[config.mk]
export PLATFORM = sky130hd
export DESIGN_NAME = branch_hazard_ctrl
export DESIGN_NICKNAME = d
export VERILOG_FILES = /design/src/rtl/branch_hazard_ctrl.sv
export SDC_FILE = /design/constraint.sdc
export NUM_CORES = 1
export LEC_CHECK = 0
export ABC_AREA = 1
export ABC_CLOCK_PERIOD_IN_PS = 8000
export CORE_AREA = 2 2 43 45
export DETAILED_ROUTE_END_ITERATION = 12
export DIE_AREA = 0 0 45 47
export DONT_BUFFER_PORTS = 1
export PLACE_DENSITY = 0.73
export SLEW_MARGIN = 10
export SYNTH_ARGS = -nofsm -noshare
export SYNTH_HDL_FRONTEND = slang
export SYNTH_SLANG_ARGS = --single-unit
[constraint.sdc]
create_clock -name CLK -period 8 [get_ports CLK]
set_clock_uncertainty 0.2 [all_clocks]
set_input_delay 2.4 -clock CLK [delete_from_list [all_inputs] [get_ports CLK]]
set_output_delay 2.4 -clock CLK [all_outputs]
set_load 0.005 [all_outputs]
[src/rtl/branch_hazard_ctrl.sv]
// Branch/jump hazard stall and redirect control for branches resolved in the ID stage.
// Optional performance counters are built when BRANCH_PERF_EN is defined.
//
// state   | meaning
// IDLE    | evaluate Instruction_ID; resolve in place when no stall is needed
// STALL   | counting down remaining bubbles, hazard inputs ignored
// RESOLVE | comparator operands valid, drive redirect
// FLUSHED | IF/ID holds a squashed instruction, ignore it for one cycle
module branch_hazard_ctrl (
    input  logic        CLK,
    input  logic        RESET_N,
    input  logic [31:0] Instruction_ID,
    input  logic        RegWrite_EX,
    input  logic        MemRead_EX,
    input  logic [4:0]  rd_EX,
    input  logic        RegWrite_MEM,
    input  logic        MemRead_MEM,
    input  logic [4:0]  rd_MEM,
    input  logic        ext_stall,
    input  logic [1:0]  PCSrc_cmp,
    output logic        cmp_enable,
    output logic        stall,
    output logic        flush_IF,
    output logic [1:0]  PCSrc
`ifdef BRANCH_PERF_EN
    ,
    output logic [31:0] br_count,
    output logic [31:0] taken_count,
    output logic [31:0] stall_count
`endif
);

    localparam logic [6:0] OP_BRANCH = 7'b1100011;
    localparam logic [6:0] OP_JALR   = 7'b1100111;
    localparam logic [6:0] OP_JAL    = 7'b1101111;

    typedef enum logic [1:0] {
        IDLE    = 2'd0,
        STALL   = 2'd1,
        RESOLVE = 2'd2,
        FLUSHED = 2'd3
    } state_t;

    state_t     state;
    logic [1:0] cnt;

    logic [6:0] opcode;
    logic [4:0] rs1;
    logic [4:0] rs2;
    logic       is_branch;
    logic       is_jalr;
    logic       is_jal;
    logic       uses_rs1;
    logic       ex_hit;
    logic       mem_hit;
    logic [1:0] need;
    logic       hazard_idle;
    logic       resolve_now;
    logic       taken;
    logic       unused_bits;

    assign opcode    = Instruction_ID[6:0];
    assign rs1       = Instruction_ID[19:15];
    assign rs2       = Instruction_ID[24:20];
    assign is_branch = (opcode == OP_BRANCH);
    assign is_jalr   = (opcode == OP_JALR);
    assign is_jal    = (opcode == OP_JAL);
    assign uses_rs1  = is_branch | is_jalr;
    assign unused_bits = ^{Instruction_ID[31:25], Instruction_ID[14:7]};

    assign ex_hit  = RegWrite_EX && (rd_EX != 5'd0) &&
                     ((uses_rs1 && (rd_EX == rs1)) || (is_branch && (rd_EX == rs2)));
    assign mem_hit = RegWrite_MEM && (rd_MEM != 5'd0) &&
                     ((uses_rs1 && (rd_MEM == rs1)) || (is_branch && (rd_MEM == rs2)));

    // A non-load in MEM is covered by forwarding, so only a MEM load costs a bubble.
    always_comb begin
        need = 2'd0;
        if (ex_hit) begin
            need = MemRead_EX ? 2'd2 : 2'd1;
        end else if (mem_hit && MemRead_MEM) begin
            need = 2'd1;
        end
    end

    assign hazard_idle = uses_rs1 && (need != 2'd0);
    assign resolve_now = (state == RESOLVE) ||
                         ((state == IDLE) && (is_jal || (uses_rs1 && (need == 2'd0))));
    assign taken       = (PCSrc_cmp != 2'b00);

    always_comb begin
        stall      = 1'b0;
        cmp_enable = 1'b0;
        flush_IF   = 1'b0;
        PCSrc      = 2'b00;
        if (RESET_N) begin
            stall = (state == STALL) || ((state == IDLE) && hazard_idle);
            if (resolve_now && !ext_stall) begin
                cmp_enable = 1'b1;
                PCSrc      = PCSrc_cmp;
                flush_IF   = taken;
            end
        end
    end

    always_ff @(posedge CLK or negedge RESET_N) begin
        if (!RESET_N) begin
            state <= IDLE;
            cnt   <= 2'd0;
        end else if (!ext_stall) begin
            case (state)
                IDLE: begin
                    if (hazard_idle) begin
                        cnt   <= need - 2'd1;
                        state <= (need == 2'd1) ? RESOLVE : STALL;
                    end else if (resolve_now && taken) begin
                        state <= FLUSHED;
                    end
                end
                STALL: begin
                    cnt <= (cnt == 2'd0) ? 2'd0 : cnt - 2'd1;
                    if (cnt <= 2'd1) begin
                        state <= RESOLVE;
                    end
                end
                RESOLVE: state <= taken ? FLUSHED : IDLE;
                FLUSHED: state <= IDLE;
                default: state <= IDLE;
            endcase
        end
    end

`ifdef BRANCH_PERF_EN
    always_ff @(posedge CLK or negedge RESET_N) begin
        if (!RESET_N) begin
            br_count    <= 32'd0;
            taken_count <= 32'd0;
            stall_count <= 32'd0;
        end else if (!ext_stall) begin
            if (resolve_now) begin
                br_count <= br_count + 32'd1;
                if (taken) begin
                    taken_count <= taken_count + 32'd1;
                end
            end
            if (stall) begin
                stall_count <= stall_count + 32'd1;
            end
        end
    end
`endif

endmodule

==> metrics, run 1 <==
timing startpoint of the critical path Instruction_ID[6]; CP Launch Type input port; Crit path depth 15; remaining antenna violation count 0; compound-cell area share of the yosys netlist between 6 and 7%; Syn Std Cell Area 940 um2; post-synth net total between 200 and 250; root buf cell clkbuf_4; async set or reset register ratio after synthesis 100%; insertion delay of the later-clocked pin in the worst-skew pair ~0.25 ns; share of the synthesized area in the top cell type 29.6%; part of the Yosys area used for sequential elements between 10% and 20%; dominant combinational cell family by area after synthesis simple AND/OR/NAND/NOR gates; total DRC errors in the routed layout 0; share of synthesized area spent on multiplexers 0%; maximum achievable frequency ~150 MHz; starting density of the core a little under three fifths; post-place instance area roughly 960 um2; maximum fanout count along the critical path 3; Yosys warning count 0; unrepaired setup endpoints after global routing no; vias in the first global route 1033; synth top area cells nand2_1, dfrtp_1, inv_1; Period Utilization, post-route a little over four fifths; number of levels the H-tree was split into 1; Post-layout nets ~240; first-pass GRT wire length approximately 3.7 mm; leakage power around 0.61 nW; required time of the worst setup path about 5.4 ns; number of vias per cell 5.30; fraction of final layout cells sized beyond drive strength 1 14.8%; most used cell along the critical path nand2_1; post-CTS clock slew at the launch and capture registers of the worst setup and hold paths roughly 0.040 ns; first-pass detailed-route iteration total 4; total vias in the final route around 1100; Yosys cell types 23; total non-filler cell area in the finished layout about 1000 um2; Worst R2R Path Depth 11; gate family responsible for the most delay along the worst path simple AND/OR/NAND/NOR gates; setup slack, reg-to-reg around 6.5 ns; post-synthesis xor/xnor area fraction 5.59%; end point of the critical path flush_IF; DP Wirelength ~2.0 mm; count of hold-fix buffers inserted at cts 0; max cap viols 0; pwr dens 179 mW/mm2; overall die width roughly 45 um; number of pins exceeding their max-slew limit in the final report 0; switching portion of total power roughly 51%; time the final worst path needs with I/O delays and setup ~6.7 ns; type of the tightest min-delay check register to register; total clock sinks 4; detailed-route wire length roughly 2.3 mm; switching power of the nets between 0.09 and 0.1 mW; Crit path arrival time approximately 4.1 ns; largest incremental delay on the critical path 0.22 ns; launching point of the worst reg2reg path state[0]; Worst IR Drop VDD 0.0719 mV; floorplan die height roughly 47 um; register bit count reported by yosys 4; Slew headroom 74.9%; initial DRC count 24; Setup Viol. Count Final 0; total CTS buffers 3; Synth area leader nand2_1; port bufs 0; FF-to-FF End state[0]; worst slew pin tran approximately 0.37 ns; maximum number of pins on one net before global-route repair 7; grt total ovfl 0; TritonCTS clock tree yes; crit path capture type output pin; WL/cell ~11 um; Die ar. about 0.0021 mm2; All-Layer GR Usage a little under a quarter; share of synthesized cell area in and, or, nand and nor gates 59.5%; count of pins on the block boundary 56; sum of negative setup slack 0 ns; sequential cell fraction of total power about 22%; CORE AREA about 0.0017 mm2; postcts setup bufs 0; run status finished, final reports clean; cells along the critical path nand2_1 -> nor2_4 -> nand3_1 -> inv_1 -> nand3_1 -> o21ai_2 -> nand3_1 -> nand2_1 -> ha_1 -> nand2_1 -> nand2_1 -> nand3_1 -> nand2_1 -> nand2_1 -> nor3_1; flip-flop cell with the highest count after synthesis dfrtp_1; post_cts resized 0; Area Growth Syn to Fin 4.66%; number of core rows 15; routability-driven placement congestion ratio a little under 0.9; post-synthesis adder-cell area fraction between 2 and 3%; number of synthesized flops with an enable pin 0; internal portion of total power 0.0854 mW; Avg Cell Area, Syn about 5 um2; number of antenna violations at the first check in global routing 0; Clock Tree Buf Depth 2; share of total power in the clock network between 15 and 20%; Final Hold Viols 0; number of buffer and inverter instances along the worst setup path 1; share of total power in combinational logic between 60 and 70%; type of the worst setup path input port to output pin; number of antenna repair diodes 0; synthesized instance count 186; slowest cell on the critical path nor3_1
-- cells by family (layout without fill, tap and decap cells) --
kind of cell / count (synthesis) / in the layout
xor gates and xnor gates: 6 / 6
AOI/OAI and AO/OA: 10 / 10
buffers and inverters: 36 / 39
DFF: 4 / 4
and+or+nand+nor: 128 / 128
adders and majority gates: 2 / 2
-- power groups by stage --
stage	Combinational (mW)	Sequential, mW	Clock [mW]
5_1_grt	0.123	0.0397	0.0274
3_3_place_gp	0.102	0.0379	0
4_1_cts	0.108	0.0387	0.0274
2_1_floorplan	0.0915	0.0365	0
6_report	0.109	0.0392	0.0282
3_5_place_dp	0.106	0.0384	0
-- flip-flops by register name (all words and copies together), names as in the netlist --
name / cells
cnt: 2
state: 2
-- worst min path at each step --
stage            from     end  cells after the start
2_1_floorplan  cnt[1]  cnt[1]                      2
3_3_place_gp   cnt[1]  cnt[1]                      2
3_5_place_dp   cnt[1]  cnt[1]                      2
4_1_cts        cnt[1]  cnt[1]                      2
5_1_grt        cnt[1]  cnt[1]                      2
6_report       cnt[1]  cnt[1]                      2
-- cells in the mapped netlist, drive strengths merged, types with 2 or more instances --
cell type and number:
nor3 6, nand3 15, o21ai 5, dfrtp 4
ha 2, nand3b 2, inv 35, a21oi 3
nand2 80, nor2 24, xnor2 3, xor2 3
-- final cells by class --
class / instances / area [um2]
Fill cell: 177 / 668
Tap cell: 17 / 21.3
Sequential cell: 4 / 100
Multi-Input combinational cell: 146 / 699
Clock buffer: 3 / 22.5
Inverter: 36 / 140
-- per-stage QoR --
| step | worst slack [ns] | total power [mW] | hold WS [ns] | utilization, % | instances |
|---|---|---|---|---|---|
| CTS | 1.29 | 0.174 | 0.328 | 59.5 | 206 |
| global route | 1.11 | 0.190 | 0.355 | 59.5 | 206 |
| detailed placement | 1.29 | 0.145 | 0.319 | 58.2 | 203 |
| floorplan | 1.57 | 0.128 | 0.281 | - | 186 |
| finish | 1.30 | 0.176 | 0.324 | 59.5 | 206 |
| global placement | 1.35 | 0.140 | 0.299 | 58.2 | 203 |
-- placed cells by master (no fill, tap or decap), types with 3 or more instances in the layout --
| master | Yosys | routed |
|---|---|---|
| nand2_1 | 74 | 74 |
| inv_1 | 23 | 23 |
| nor2_1 | 22 | 22 |
| nand3_1 | 14 | 14 |
| inv_2 | 12 | 12 |
| nor3_1 | 6 | 6 |
| nand2_2 | 4 | 4 |
| dfrtp_1 | 4 | 4 |
| xor2_1 | 3 | 3 |
| xnor2_1 | 3 | 3 |
| o21ai_0 | 3 | 3 |
| a21oi_1 | 3 | 3 |
| clkbuf_4 | 0 | 3 |
-- routing by layer --
layer | GRT usage (%) | up-vias | wire (um)
met5 | 0 | - | 0
met4 | 9.41 | 0 | 43
met3 | 3.08 | 5 | 93
met2 | 48.3 | 37 | 1280
met1 | 23.6 | 483 | 877
li1 | - | 567 | -
-- tightest hold or removal path: stages, from the launching register on --
cell	delay, ns
dfrtp_1	0.31
inv_1	0.05
a21oi_1	0.11
Power figures use the tool's default switching activity.
==> run 2: changes to the inputs <==
ABC_CLOCK_PERIOD_IN_PS = 6800   (was 8000)
clock period = 6.8 ns   (was 8 ns; I/O delays follow)
==> results of run 2 <==
Same layout as run 1 (identical final DEF). Status: finished, final reports clean.
Main changes from that run: setup slack after placement 1.29 ns -> 0.815 ns; setup slack after layout 1.30 ns -> 0.822 ns; register-to-register setup slack 6.49 ns -> 5.29 ns; total power 0.176 mW -> 0.207 mW; worst IR drop on VDD 0.0719 mV -> 0.0846 mV
